$ cat src/rtl/axi4_lite_cmd_master.sv
// Single-outstanding AXI4-Lite master: one cmd in, one bus transaction, one rsp out.
// Define AXI_TIMEOUT_EN to build the bus-wait watchdog (TIMEOUT_CYCLES per bus state).
module axi4_lite_cmd_master #(
  parameter int AXI_DATA_WIDTH = 32,
  parameter int AXI_ADDR_WIDTH = 16,
  parameter int TIMEOUT_CYCLES = 256
) (
  input  logic                        clk,
  input  logic                        rst,
  input  logic                        cmd_valid,
  output logic                        cmd_ready,
  input  logic                        cmd_write,
  input  logic [AXI_ADDR_WIDTH-1:0]   cmd_addr,
  input  logic [AXI_DATA_WIDTH-1:0]   cmd_wdata,
  input  logic [AXI_DATA_WIDTH/8-1:0] cmd_wstrb,
  output logic                        rsp_valid,
  input  logic                        rsp_ready,
  output logic                        rsp_write,
  output logic [AXI_DATA_WIDTH-1:0]   rsp_rdata,
  output logic [1:0]                  rsp_resp,
  output logic                        rsp_timeout,
  output logic [AXI_ADDR_WIDTH-1:0]   M_AXI_AWADDR,
  output logic [2:0]                  M_AXI_AWPROT,
  output logic                        M_AXI_AWVALID,
  input  logic                        M_AXI_AWREADY,
  output logic [AXI_DATA_WIDTH-1:0]   M_AXI_WDATA,
  output logic [AXI_DATA_WIDTH/8-1:0] M_AXI_WSTRB,
  output logic                        M_AXI_WVALID,
  input  logic                        M_AXI_WREADY,
  input  logic [1:0]                  M_AXI_BRESP,
  input  logic                        M_AXI_BVALID,
  output logic                        M_AXI_BREADY,
  output logic [AXI_ADDR_WIDTH-1:0]   M_AXI_ARADDR,
  output logic [2:0]                  M_AXI_ARPROT,
  output logic                        M_AXI_ARVALID,
  input  logic                        M_AXI_ARREADY,
  input  logic [AXI_DATA_WIDTH-1:0]   M_AXI_RDATA,
  input  logic [1:0]                  M_AXI_RRESP,
  input  logic                        M_AXI_RVALID,
  output logic                        M_AXI_RREADY
);

  localparam logic [2:0] IDLE    = 3'd0;
  localparam logic [2:0] WR_REQ  = 3'd1;
  localparam logic [2:0] WR_RESP = 3'd2;
  localparam logic [2:0] RD_REQ  = 3'd3;
  localparam logic [2:0] RD_DATA = 3'd4;
  localparam logic [2:0] RSP     = 3'd5;

  logic [2:0]                  state;
  logic                        aw_valid, w_valid, ar_valid;
  logic [AXI_ADDR_WIDTH-1:0]   addr_q;
  logic [AXI_DATA_WIDTH-1:0]   wdata_q;
  logic [AXI_DATA_WIDTH/8-1:0] wstrb_q;

  // All handshake outputs are decoded from registered state, never from READY inputs.
  assign cmd_ready     = (state == IDLE) & ~rst;
  assign rsp_valid     = (state == RSP);
  assign M_AXI_BREADY  = (state == WR_RESP);
  assign M_AXI_RREADY  = (state == RD_DATA);
  assign M_AXI_AWVALID = aw_valid;
  assign M_AXI_WVALID  = w_valid;
  assign M_AXI_ARVALID = ar_valid;
  assign M_AXI_AWADDR  = addr_q;
  assign M_AXI_ARADDR  = addr_q;
  assign M_AXI_WDATA   = wdata_q;
  assign M_AXI_WSTRB   = wstrb_q;
  assign M_AXI_AWPROT  = 3'b000;
  assign M_AXI_ARPROT  = 3'b000;

`ifdef AXI_TIMEOUT_EN
  localparam int CNT_W = $clog2(TIMEOUT_CYCLES + 1);
  logic [CNT_W-1:0] tmo_cnt, tmo_now;
  logic [2:0]       state_prev;
  logic             bus_state, tmo_hit, rsp_to_q;

  // A state change restarts the count, so each bus state gets its own budget.
  assign bus_state = (state == WR_REQ) || (state == WR_RESP) ||
                     (state == RD_REQ) || (state == RD_DATA);
  assign tmo_now   = (state != state_prev) ? '0 : tmo_cnt;
  assign tmo_hit   = bus_state && (tmo_now == CNT_W'(TIMEOUT_CYCLES - 1));
  assign rsp_timeout = rsp_to_q;

  always_ff @(posedge clk or posedge rst) begin
    if (rst) begin
      state_prev <= IDLE;
      tmo_cnt    <= '0;
    end else begin
      state_prev <= state;
      tmo_cnt    <= tmo_now + 1'b1;
    end
  end
`else
  logic unused_timeout_cfg;
  assign unused_timeout_cfg = (TIMEOUT_CYCLES == 0);
  assign rsp_timeout = 1'b0;
`endif

  always_ff @(posedge clk or posedge rst) begin
    if (rst) begin
      state     <= IDLE;
      aw_valid  <= 1'b0;
      w_valid   <= 1'b0;
      ar_valid  <= 1'b0;
      addr_q    <= '0;
      wdata_q   <= '0;
      wstrb_q   <= '0;
      rsp_write <= 1'b0;
      rsp_rdata <= '0;
      rsp_resp  <= 2'b00;
`ifdef AXI_TIMEOUT_EN
      rsp_to_q  <= 1'b0;
`endif
    end else begin
      case (state)
        IDLE: if (cmd_valid) begin
          state     <= cmd_write ? WR_REQ : RD_REQ;
          addr_q    <= cmd_addr;
          wdata_q   <= cmd_wdata;
          wstrb_q   <= cmd_wstrb;
          rsp_write <= cmd_write;
          rsp_rdata <= '0;
          rsp_resp  <= 2'b00;
          aw_valid  <= cmd_write;
          w_valid   <= cmd_write;
          ar_valid  <= ~cmd_write;
        end
        WR_REQ: begin
          if (M_AXI_AWREADY) aw_valid <= 1'b0;
          if (M_AXI_WREADY)  w_valid  <= 1'b0;
          if ((!aw_valid || M_AXI_AWREADY) && (!w_valid || M_AXI_WREADY))
            state <= WR_RESP;
        end
        WR_RESP: if (M_AXI_BVALID) begin
          rsp_resp <= M_AXI_BRESP;
          state    <= RSP;
        end
        RD_REQ: if (M_AXI_ARREADY) begin
          ar_valid <= 1'b0;
          state    <= RD_DATA;
        end
        RD_DATA: if (M_AXI_RVALID) begin
          rsp_rdata <= M_AXI_RDATA;
          rsp_resp  <= M_AXI_RRESP;
          state     <= RSP;
        end
        RSP: if (rsp_ready) state <= IDLE;
        default: state <= IDLE;
      endcase
`ifdef AXI_TIMEOUT_EN
      if (state == IDLE) rsp_to_q <= 1'b0;
      // Watchdog overrides whatever the bus state decided this cycle.
      if (tmo_hit) begin
        aw_valid  <= 1'b0;
        w_valid   <= 1'b0;
        ar_valid  <= 1'b0;
        rsp_rdata <= '0;
        rsp_resp  <= 2'b10;
        rsp_to_q  <= 1'b1;
        state     <= RSP;
      end
`endif
    end
  end

endmodule

$ cat config.mk
export PLATFORM = sky130hd
export DESIGN_NAME = axi4_lite_cmd_master
export DESIGN_NICKNAME = d
export VERILOG_FILES = /design/src/rtl/axi4_lite_cmd_master.sv
export SDC_FILE = /design/constraint.sdc
export NUM_CORES = 1
export LEC_CHECK = 0
export BUFFER_PORTS_ARGS = -buffer_cell sky130_fd_sc_hd__clkbuf_2
export CAP_MARGIN = 25
export CORE_MARGIN = 3
export CORE_UTILIZATION = 42
export CTS_CLUSTER_DIAMETER = 120
export CTS_CLUSTER_SIZE = 10
export DETAILED_ROUTE_END_ITERATION = 6
export PLACE_DENSITY_LB_ADDON = 0.3
export SYNTH_ARGS = -nofsm -noshare
export SYNTH_HDL_FRONTEND = slang
export SYNTH_SLANG_ARGS = --single-unit
$ cat constraint.sdc
create_clock -name clk -period 6.6 [get_ports clk]
set_clock_uncertainty 0.05 [all_clocks]
set_input_delay 0.99 -clock clk [delete_from_list [all_inputs] [get_ports clk]]
set_output_delay 0.99 -clock clk [all_outputs]
set_load 0.01 [all_outputs]
## Word level (Yosys, flattened, before mapping)

Cells that the tools add are included.

| word-level totals | value |
|---|---|
| register bits | 93 |
| output and inout bits | 117 |
| logic and storage cells | 66 |

| operators by class | value |
|---|---|
| equal/unequal tests | 13 |
| muxes and demuxes | 23 |
| bitwise logic cells | 3 |
| reductions and logical operators | 17 |

Operators by type and width:

| cell | count |
|---|---|
| $mux 32 | 2 |
| $pmux 32 s2 | 1 |
| $mux 3 | 6 |
| $pmux 3 s6 | 1 |
| $ne 2x2->1 const B | 7 |
| $reduce_and 3->1 | 4 |
| $mux 2 | 4 |
| $eq 3x2->1 const B | 2 |
| $eq 3x3->1 const B | 2 |
| $pmux 1 s2 | 3 |
| $pmux 2 s3 | 1 |
| $reduce_and 6->1 | 1 |
| $reduce_bool 2->1 | 3 |
| $mux 1 | 5 |
| $reduce_and 4->1 | 1 |
| $eq 3x1->1 const B | 1 |
| $logic_not 3->1 | 1 |
| $reduce_bool 3->1 | 1 |
| $logic_not 1->1 | 2 |
| $logic_or 1x1->1 | 2 |
| $ne 2x1->1 const B | 1 |
| $not 1->1 | 2 |
| $reduce_and 2->1 | 1 |
| $and 1x1->1 | 1 |
| $logic_and 1x1->1 | 1 |

## Longest topological paths before layout

Gate-level depths: netlist (run 1).

| depth | value |
|---|---|
| depth in word-level cells | 5 |
| gate-level depth with buffers | 7 |
| mapped depth without buffers | 4 |

## Worst setup path after synthesis (run 1)

Ideal clock, no wire load.

| path | value |
|---|---|
| kind | input to output |
| start | input rst |
| end | output cmd_ready |
| data arrival time | 1.343 ns |
| required time | 5.560 ns |
| setup slack | 4.217 ns |
| stages | 1 |
| buffers on the path | 0 |
| cells stage by stage | nor4_1 |

| on the way | value |
|---|---|
| cells in the longest elaborated chain, start to end | 2 |

RTL lines:

| item | RTL line | source |
|---|---|---|
| from (decl) | 9 | `input logic rst,` |
| $not 1->1 | 57 | `assign cmd_ready = (state == IDLE) & ~rst;` |
| $and 1x1->1 | 57 |  |
| to (decl) | 11 | `output logic cmd_ready,` |

Every way passes these cells.

## Final worst setup path (run 1)

| path | value |
|---|---|
| start | register state[1] |
| end | output M_AXI_RREADY |

| on the way | value |
|---|---|
| cells in the longest elaborated chain, start to end | 1 |

RTL lines:

| item | RTL line | source |
|---|---|---|
| from (decl) | 50 | `logic [2:0] state;` |
| from (signal assigned) | 117 | `state <= cmd_write ? WR_REQ : RD_REQ;` |
| $eq 3x3->1 | 60 | `assign M_AXI_RREADY = (state == RD_DATA);` |
| to (decl) | 40 | `output logic M_AXI_RREADY` |

Every way passes these cells.

==> impl_metrics.json, run 1 <==
{
  "path_cells": "nor2_1 > and2_1 > buf_4 > clkbuf_2",
  "grt_pass1_vias": 3013,
  "arrival_ns": 1.92,
  "outcome": "finished clean",
  "clockBufferDepth": 2,
  "worst-path-buf-inv": 2,
  "grt_usage": 0.170,
  "synth_top_area_frac": 0.587,
  "cts.sink_count": 93,
  "via_per_inst": 4.78,
  "cpPeakStageDelay_ns": 0.62,
  "fillCellCount": 782,
  "synth_flop_cell": "dfrtp_1",
  "synthArstFlopShare": 1.00,
  "synth_simple_gate_area_frac": 0.132,
  "n_antenna_cell": 0,
  "hold_violations": 0,
  "wl_per_cell_um": 14.5,
  "start_kind": "flop",
  "synth_seq_cells": 93,
  "yosysMostFrequentCell": "dfrtp_1",
  "drv_slew": 0,
  "worstPathRequired_ns": 5.56,
  "cts_resized": 0,
  "drive_gt1_frac": 0.552,
  "crit_path_end_kind": "output port",
  "synth-compound-area-share": 0.0315,
  "final.setup.worst_slack_ns": 3.64,
  "synth-edff-count": 0,
  "yosysSeqAreaShare": 0.587,
  "cts_setup_buffers": 0,
  "synth_top_area_cell": "dfrtp_1",
  "syn-instance-count": 333,
  "synth_top_family_by_area": "multiplexers",
  "hold_buffers": 0,
  "max_cap_violations": 0,
  "period_share": 0.448,
  "start_util": 0.444,
  "crit_slowest_cell": "dfrtp_1",
  "synth.mux.area_fraction": 0.167,
  "tritoncts": "yes",
  "worstHoldPathType": "reg -> reg",
  "die_y_um": 103,
  "setup_viol": 0,
  "cp_max_fo": 35,
  "power_leakage_nw": 2.82,
  "crit_type": "reg -> out",
  "yosys-top-cells-area": "dfrtp_1 (59%), mux2_2 (16%), nand2_1 (6.7%)",
  "yosysWarnings": 0,
  "num_vias": 3021,
  "dieArea_um2": 10600,
  "drt-total-wl_um": 9170,
  "hpwlAfterDp_um": 7060,
  "fp.dieW_um": 103,
  "final_net_count": 617,
  "firstDrtPassIters": 4,
  "synthTopCellsByCount": "dfrtp_1 (93), nand2_1 (71), mux2_2 (55)",
  "cts_made_buffers": 9,
  "cts_root_buffer": "clkbuf_8",
  "syn_area_um2": 3970,
  "ys_types": 33,
  "cellPowerDensity_nw_per_um2": 473,
  "globalplace.congestion": 0.809,
  "rows": 34,
  "ios": 215,
  "grt_max_degree": 58,
  "htreeDepth": 3,
  "grt_pass1_wl_um": 14000,
  "dr.first_iter.drc_count": 48,
  "slew_headroom": 0.534,
  "avgSynthCellArea_um2": 11.9,
  "core-area_um2": 8930,
  "period_minus_slack_ns": 2.96,
  "antenna_found_initial": 0,
  "overflow": 0,
  "synthToLayoutAreaGrowth_pct": 30.6,
  "vdd_drop_max_uv": 273,
  "synth_fa_ha_area_frac": 0,
  "worst_pin_slew_ns": 0.699,
  "synth_xor_area_frac": 0,
  "clkTransAtPathRegs_ns": 0.09,
  "ant_nets": 0,
  "drc": 0,
  "critical_path.top_delay_family": "flip-flops",
  "port_buffers": 207,
  "insertion_delay_ns": 0.35,
  "pre_cts_ws_ns": 4.03,
  "finalSetupTns_ns": 0,
  "max_freq_mhz": 338,
  "rsz0062_at_grt": "false"
}
-- report_power, final --
part / total [W] / switching (W) / internal (W)
combinational: 0.00103 / 0.000532 / 0.000498
sequential: 0.000996 / 0.000173 / 0.000823
clock: 0.000424 / 0.000206 / 0.000219
total: 0.00245 / 0.000912 / 0.00154
-- metrics by stage --
step / power (W) / hold slack (ns) / util / cells / area (µm²)
floorplan: 0.00168 / 0.455 / - / 339 / 3990
CTS: 0.00249 / 0.426 / 0.580 / 632 / 5180
global placement: 0.00200 / 0.401 / 0.548 / 614 / 4900
detailed placement: 0.00206 / 0.405 / 0.554 / 616 / 4950
finish: 0.00245 / 0.423 / 0.580 / 632 / 5180
global route: 0.00264 / 0.449 / 0.580 / 632 / 5180
-- area by class of cell --
| class | instances | area [µm²] | share of cell area |
|---|---|---|---|
| multi-input combinational | 197 | 1350 | 0.261 |
| inverter | 6 | 25.0 | 0.00483 |
| timing repair buffer | 212 | 1110 | 0.215 |
| clock buffer | 9 | 124 | 0.0239 |
| clock inverter | 7 | 103 | 0.0198 |
| tap | 108 | 135 | 0.0261 |
| sequential | 93 | 2330 | 0.449 |
-- flip-flops by register name, summed over array words and instances (netlist names) --
register / cells
M_AXI_WDATA: 32
rsp_rdata: 32
M_AXI_ARADDR: 16
M_AXI_WSTRB: 4
state: 3
rsp_resp: 2
M_AXI_ARVALID: 1
M_AXI_AWVALID: 1
M_AXI_WVALID: 1
rsp_write: 1
-- cell usage in the layout (no fill, tap or decap), types with 3 or more instances in the layout --
| cell type | n |
|---|---|
| buf_4 | 3 |
| dfrtp_1 | 93 |
| inv_1 | 5 |
| nand3_1 | 32 |
| mux2i_1 | 3 |
| nand2_1 | 71 |
| mux2_2 | 55 |
| o21ai_0 | 3 |
| nor2_1 | 4 |
| inv_6 | 4 |
| clkbuf_2 | 207 |
| clkbuf_8 | 9 |
| conb_1 | 7 |
-- tightest hold or removal path: stages (launching register included) --
cell,delay [ns]
dfrtp_1,0.35
nand2_1,0.05
nand2_1,0.05
-- worst paths after layout --
path,start,endpoint,slack [ns],cells past startpoint
min in group asynchronous,rst,state[2],0.62,2
hold reg to reg,rsp_rdata[9],rsp_rdata[9],0.42,2
max in group asynchronous,rst,rsp_rdata[6],4.81,3
setup / recovery,state[1],M_AXI_RREADY,3.64,4
hold / removal,rsp_rdata[9],rsp_rdata[9],0.42,2
setup reg to reg,state[1],M_AXI_ARADDR[6],4.47,3
-- routing by layer --
| metal | global-route usage | vias to the layer above | wire, µm |
|---|---|---|---|
| li1 | - | 1461 | - |
| met1 | 0.199 | 1427 | 3540 |
| met2 | 0.293 | 112 | 4770 |
| met3 | 0.0396 | 21 | 594 |
| met4 | 0.0867 | 0 | 268 |
| met5 | 0 | - | 0 |
-- cell families (layout without fill, tap and decap cells) --
kind of cell / after synthesis / in the layout
simple gates: 116 / 116
other cells: 1 / 7
compound gates: 15 / 15
buf+inv: 49 / 234
mux: 59 / 59
flops: 93 / 93
No activity file was read; power rests on OpenSTA's default activity.
==> inputs of run 2 (changes only) <==
--- a/config.mk
+++ b/config.mk
@@ -5,10 +5,11 @@
 export SDC_FILE = /design/constraint.sdc
 export NUM_CORES = 1
 export LEC_CHECK = 0
+export ABC_AREA = 1
 export BUFFER_PORTS_ARGS = -buffer_cell sky130_fd_sc_hd__clkbuf_2
 export CAP_MARGIN = 25
 export CORE_MARGIN = 3
-export CORE_UTILIZATION = 42
+export CORE_UTILIZATION = 41
 export CTS_CLUSTER_DIAMETER = 120
 export CTS_CLUSTER_SIZE = 10
 export DETAILED_ROUTE_END_ITERATION = 6
==> constraint.sdc (replaced) <==
create_clock -name clk -period 2.6 [get_ports clk]
set_clock_uncertainty 0.05 [all_clocks]
set_input_delay 0.39 -clock clk [delete_from_list [all_inputs] [get_ports clk]]
set_output_delay 0.39 -clock clk [all_outputs]
set_load 0.01 [all_outputs]
==> run 2 against run 1 <==
- sequential share of layout area down 0.45 points
- via count grew 17%
- register-to-register slack worse by 3.7 ns
- area after synthesis up 1.2%
- core utilization is 2.1 points lower
- clock power increased to 2.7 times the previous value
- worst setup slack worse by 2.9 ns
- wire length grew 8.5%
- power grew to 2.5 times the previous value
- synthesized cell count grew 41%
==> impl_metrics.json, run 2 <==
{
  "via_per_inst": 4.51,
  "hpwlAfterDp_um": 7370,
  "ys_types": 24,
  "cts_made_buffers": 9,
  "rows": 35,
  "rsz0062_at_grt": "false",
  "syn-instance-count": 469,
  "avgSynthCellArea_um2": 8.56,
  "period_share": 0.701,
  "insertion_delay_ns": 0.34,
  "max_cap_violations": 0,
  "crit_path_end_kind": "output port",
  "rrSetupSlack_ns": 0.80,
  "yosysWarnings": 0,
  "vdd_drop_max_uv": 487,
  "drive_gt1_frac": 0.354,
  "outcome": "finished clean",
  "worst-path-buf-inv": 2,
  "fp.dieW_um": 105,
  "cts.sink_count": 93,
  "regToRegEndpoint": "rsp_rdata[30]",
  "synthArstFlopShare": 1.00,
  "cts_resized": 0,
  "max_freq_mhz": 549,
  "clockBufferDepth": 2,
  "synth_seq_cells": 93,
  "start_util": 0.428,
  "synth_top_area_cell": "dfrtp_1",
  "cp_max_fo": 10,
  "yosysSeqAreaShare": 0.580,
  "r2r_start": "state[2]",
  "cellPowerDensity_nw_per_um2": 1180,
  "drc": 0,
  "grt_usage": 0.178,
  "period_minus_slack_ns": 1.82,
  "yosysMostFrequentCell": "nand2_1",
  "power_leakage_nw": 3.06,
  "die_y_um": 105,
  "wl_per_cell_um": 12.6,
  "drv_slew": 0,
  "htreeDepth": 3,
  "ios": 215,
  "synth_flop_cell": "dfrtp_1",
  "arrival_ns": 1.38,
  "synth-edff-count": 0,
  "synth_top_area_frac": 0.580,
  "cts_root_buffer": "clkbuf_8",
  "finalSetupTns_ns": 0,
  "dieArea_um2": 11000,
  "crit_slowest_cell": "dfrtp_1",
  "syn_area_um2": 4020,
  "firstDrtPassIters": 4,
  "overflow": 0,
  "worstHoldPathType": "in -> async",
  "synthTopCellsByCount": "nand2_1 (189), dfrtp_1 (93), inv_1 (46)",
  "synthToLayoutAreaGrowth_pct": 30.3,
  "fillCellCount": 929,
  "layout_commonest_cell": "clkbuf_2",
  "core-area_um2": 9370,
  "grt_pass1_wl_um": 16100,
  "cpPeakStageDelay_ns": 0.50,
  "tritoncts": "yes",
  "cts_setup_buffers": 0,
  "worstPathRequired_ns": 2.16,
  "critical_path.top_delay_family": "flip-flops",
  "antenna_found_initial": 0,
  "dr.first_iter.drc_count": 155,
  "setup_viol": 0,
  "slew_headroom": 0.623,
  "placed_area_um2": 4990,
  "ant_nets": 0,
  "crit_type": "reg -> out",
  "start_kind": "flop",
  "grt_max_degree": 94,
  "final_net_count": 752,
  "rr_worst_depth": 6,
  "port_buffers": 207,
  "yosys-top-cells-area": "dfrtp_1 (58%), nand2_1 (18%), nand3_1 (5.1%)",
  "drt-total-wl_um": 9950,
  "hold_buffers": 0,
  "n_antenna_cell": 0,
  "hold_violations": 0,
  "globalplace.congestion": 0.762,
  "layout_common_cells": "clkbuf_2 (207), nand2_1 (189), dfrtp_1 (93)",
  "path_cells": "nor2_1 > nand2_1 > inv_1 > clkbuf_2",
  "design_power_total_w": 0.00615,
  "clkTransAtPathRegs_ns": 0.09,
  "postLayoutCellArea_um2": 5230,
  "worst_pin_slew_ns": 0.566,
  "grt_pass1_vias": 3442,
  "num_vias": 3548
}
## run 2: changes by cell type in the layout (fill, tap and decap cells not counted), moves of 2 or more
cell      delta
nand2_1    +118
mux2_2      -55
inv_1       +40
o21ai_0     +25
nand3_1      +9
o21ai_1      +6
inv_6        -4
mux2i_1      -3
nor2_1       +3
a22o_1       -2
buf_16       -2
buf_4        +2
o21bai_1     +2
## run 2: report_power, final
| group | total [W] | switching (W) | leakage, nW | internal, W |
|---|---|---|---|---|
| logic | 0.00251 | 0.00154 | 1.74 | 0.000966 |
| registers | 0.00251 | 0.000424 | 1.20 | 0.00209 |
| clock network | 0.00113 | 0.000489 | 0.114 | 0.000641 |
| total | 0.00615 | 0.00246 | 3.06 | 0.00369 |
## run 2: worst min-delay path, delay by kind of cell
kind / cells / cell delay, ns
buffers and inverters: 3 / 0.59
## run 2: worst max-delay path by stage
stage,startpoint,depth (start not counted),endpoint,slack [ns]
finish,state[2],4,M_AXI_BREADY,0.78
global route,state[2],6,rsp_rdata[23],0.61
CTS,state[2],4,M_AXI_BREADY,0.74
detailed placement,state[2],6,M_AXI_WDATA[4],0.82
global placement,state[2],6,M_AXI_WDATA[1],0.86
floorplan,rst,1,M_AXI_ARADDR[0],1.07
## run 2: cell type report
type,instances,area (µm²),area share
flip-flops and latches,93,2330,0.445
well taps,129,161,0.0309
inverters,48,184,0.0352
multi-input cells,289,1230,0.235
clock inverters,5,109,0.0208
clock buffers,10,128,0.0244
repair buffers,213,1090,0.209
## run 2: logic make-up after synthesis
logic type      count (synthesis)  synth area share
simple gates                  243             0.246
flops                          93             0.580
buf+inv                        93             0.120
compound gates                 39            0.0533
other cells                     1          0.000934
## run 2: metal layers
metal,GRT usage,vias up,share of wire
li1,-,1772,-
met1,0.222,1619,0.41
met2,0.295,142,0.49
met3,0.0488,15,0.079
met4,0.0665,0,0.018
met5,0,-,0
## run 2: per-stage QoR
stage                      util  setup slack [ns]  hold WS [ns]  cells
after global routing      0.558             0.608         0.148    787
after CTS                 0.558             0.744         0.150    787
after detailed placement  0.533             0.821         0.410    772
after floorplan               -              1.07         0.450    475
final                     0.558             0.778         0.142    787
after global placement    0.533             0.862         0.407    772
==> inputs of run 3 (changes only) <==
--- a/config.mk
+++ b/config.mk
@@ -5,11 +5,11 @@
 export SDC_FILE = /design/constraint.sdc
 export NUM_CORES = 1
 export LEC_CHECK = 0
-export ABC_AREA = 1
+export ABC_AREA = 0
 export BUFFER_PORTS_ARGS = -buffer_cell sky130_fd_sc_hd__clkbuf_2
 export CAP_MARGIN = 25
 export CORE_MARGIN = 3
-export CORE_UTILIZATION = 41
+export CORE_UTILIZATION = 42
 export CTS_CLUSTER_DIAMETER = 120
 export CTS_CLUSTER_SIZE = 10
 export DETAILED_ROUTE_END_ITERATION = 6
==> constraint.sdc (replaced) <==
create_clock -name clk -period 1.7 [get_ports clk]
set_clock_uncertainty 0.05 [all_clocks]
set_input_delay 0.255 -clock clk [delete_from_list [all_inputs] [get_ports clk]]
set_output_delay 0.255 -clock clk [all_outputs]
set_load 0.01 [all_outputs]
==> run 3 against run 2 <==
- the flow now finishes with violations (setup timing)
- wire length grew 7.8%
- critical path depth up 1
- worst setup slack got worse by 0.85 ns
- first-iteration DRC count fell by 40%
- sequential share of layout area fell by 3.2 points
- die area shrank 3.4%
- register-to-register slack got worse by 0.87 ns
- highest routed layer unchanged
==> impl_metrics.json, run 3 (synthesized netlist as in run 1, its figures left out) <==
{
  "firstDrtPassIters": 5,
  "power_leakage_nw": 3.11,
  "grt_pass1_wl_um": 14300,
  "rr_worst_depth": 5,
  "period_minus_slack_ns": 1.77,
  "cp_common_cell": "buf_6",
  "drc": 0,
  "grtUsageMet3": 0.0355,
  "r2r_start": "state[1]",
  "drive_gt1_frac": 0.583,
  "synthToLayoutAreaGrowth_pct": 42.3,
  "overflow": 0,
  "rsz0062_at_grt": "true",
  "design_power_total_w": 0.0105,
  "ios": 215,
  "drt-total-wl_um": 10700,
  "ant_nets": 0,
  "crit_slowest_cell": "dfrtp_2",
  "fillCellCount": 760,
  "hold_violations": 0,
  "grt_max_degree": 58,
  "worst_pin_slew_ns": 0.551,
  "start_kind": "flop",
  "worst-path-buf-inv": 3,
  "num_vias": 3158,
  "die_y_um": 103,
  "period_share": 1.04,
  "core-area_um2": 8930,
  "rows": 34,
  "tritoncts": "yes",
  "cts.sink_count": 93,
  "wl_per_cell_um": 16.3,
  "cpPeakStageDelay_ns": 0.45,
  "vdd_drop_max_uv": 831,
  "critical_path.top_delay_family": "buffers and inverters",
  "arrival_ns": 1.96,
  "htreeDepth": 3,
  "regToRegEndpoint": "M_AXI_WDATA[22]",
  "cts_made_buffers": 9,
  "pre_cts_ws_ns": -0.00549,
  "start_util": 0.444,
  "dieArea_um2": 10600,
  "worstPathRequired_ns": 1.88,
  "crit_path_end_kind": "flop",
  "drv_slew": 0,
  "postLayoutCellArea_um2": 5640,
  "antenna_found_initial": 0,
  "worstSetupStartpoint": "state[1]",
  "hpwlAfterDp_um": 7100,
  "met2_usage": 0.315,
  "path_depth": 5,
  "n_antenna_cell": 0,
  "grt_pass1_vias": 2885,
  "layout_commonest_cell": "clkbuf_2",
  "final_util": 0.632,
  "placed_area_um2": 5030,
  "top_usage_layer": "met2",
  "port_buffers": 207,
  "max_cap_violations": 0,
  "layout_common_cells": "clkbuf_2 (205), dfrtp_1 (90), nand2_1 (71)",
  "fp.dieW_um": 103,
  "cts_root_buffer": "clkbuf_8",
  "via_per_inst": 4.81,
  "final_net_count": 643,
  "finalSetupTns_ns": -2.02,
  "path_cells": "buf_6 > nor4b_4 > buf_6 > clkbuf_16 > mux2_2",
  "crit_type": "reg -> reg",
  "setup_viol": 54,
  "grt_usage": 0.175,
  "dr.first_iter.drc_count": 93,
  "grtUsageMet1": 0.205,
  "slew_headroom": 0.633,
  "insertion_delay_ns": 0.34,
  "clockBufferDepth": 2,
  "cp_max_fo": 14,
  "rrSetupSlack_ns": -0.07,
  "final.setup.worst_slack_ns": -0.0735,
  "globalplace.congestion": 0.912,
  "max_freq_mhz": 564,
  "critPathCapture": "M_AXI_WDATA[22]",
  "cellPowerDensity_nw_per_um2": 1860,
  "outcome": "finished, violations left",
  "violations": "setup timing",
  "clkTransAtPathRegs_ns": 0.09,
  "worstHoldPathType": "in -> reg"
}
-- run 3: worst min path at each step --
| stage | startpoint | endpoint | cells past startpoint |
|---|---|---|---|
| 2_1_floorplan | M_AXI_RDATA[0] | rsp_rdata[0] | 2 |
| 3_3_place_gp | rst | state[2] | 3 |
| 3_5_place_dp | rst | state[2] | 3 |
| 4_1_cts | M_AXI_RDATA[0] | rsp_rdata[0] | 3 |
| 5_1_grt | M_AXI_RDATA[31] | rsp_rdata[31] | 3 |
| 6_report | M_AXI_RDATA[30] | rsp_rdata[30] | 3 |
-- run 3: layer usage --
layer	routed length [µm]	vias to the layer above	share of wire
met1	4320	1521	0.40
met5	0	-	0
li1	-	1513	-
met3	527	12	0.049
met2	5730	112	0.53
met4	143	0	0.013
-- run 3: final cells by class --
cell class	count	area, µm²	area share
sequential	93	2330	0.413
timing repair buffer	238	1430	0.253
clock buffer	12	155	0.0275
tap	108	135	0.0239
multi-input combinational	197	1520	0.270
inverter	6	26.3	0.00466
clock inverter	3	45.0	0.00798
-- run 3: power by group --
part           switching [W]  internal, W  total, W
Combinational        0.00248      0.00270   0.00518
Clock               0.000741     0.000754   0.00149
Sequential          0.000614      0.00321   0.00382
Total                0.00383      0.00666    0.0105
-- run 3: what timing repair did --
item                                    CTS  global route
endpoints found under the setup margin    9            58
gates resized for setup                  12            49
hold buffers                              1             0
setup buffers                             5             7
endpoints found under the hold margin    49             0
pin swaps                                 3             4
gates cloned                              1             5
-- run 3: worst register-to-register path: stages (launching register included) --
cell,delay (ns)
dfrtp_2,0.45
buf_6,0.14
nor4b_4,0.29
buf_6,0.20
clkbuf_16,0.20
mux2_2,0.34
-- run 3: metrics by stage --
stage | hold slack, ns | std cells
global route | 0.0376 | 657
finish | 0.0628 | 657
detailed placement | 0.322 | 623
floorplan | 0.338 | 339
global placement | 0.320 | 623
CTS | 0.0459 | 645
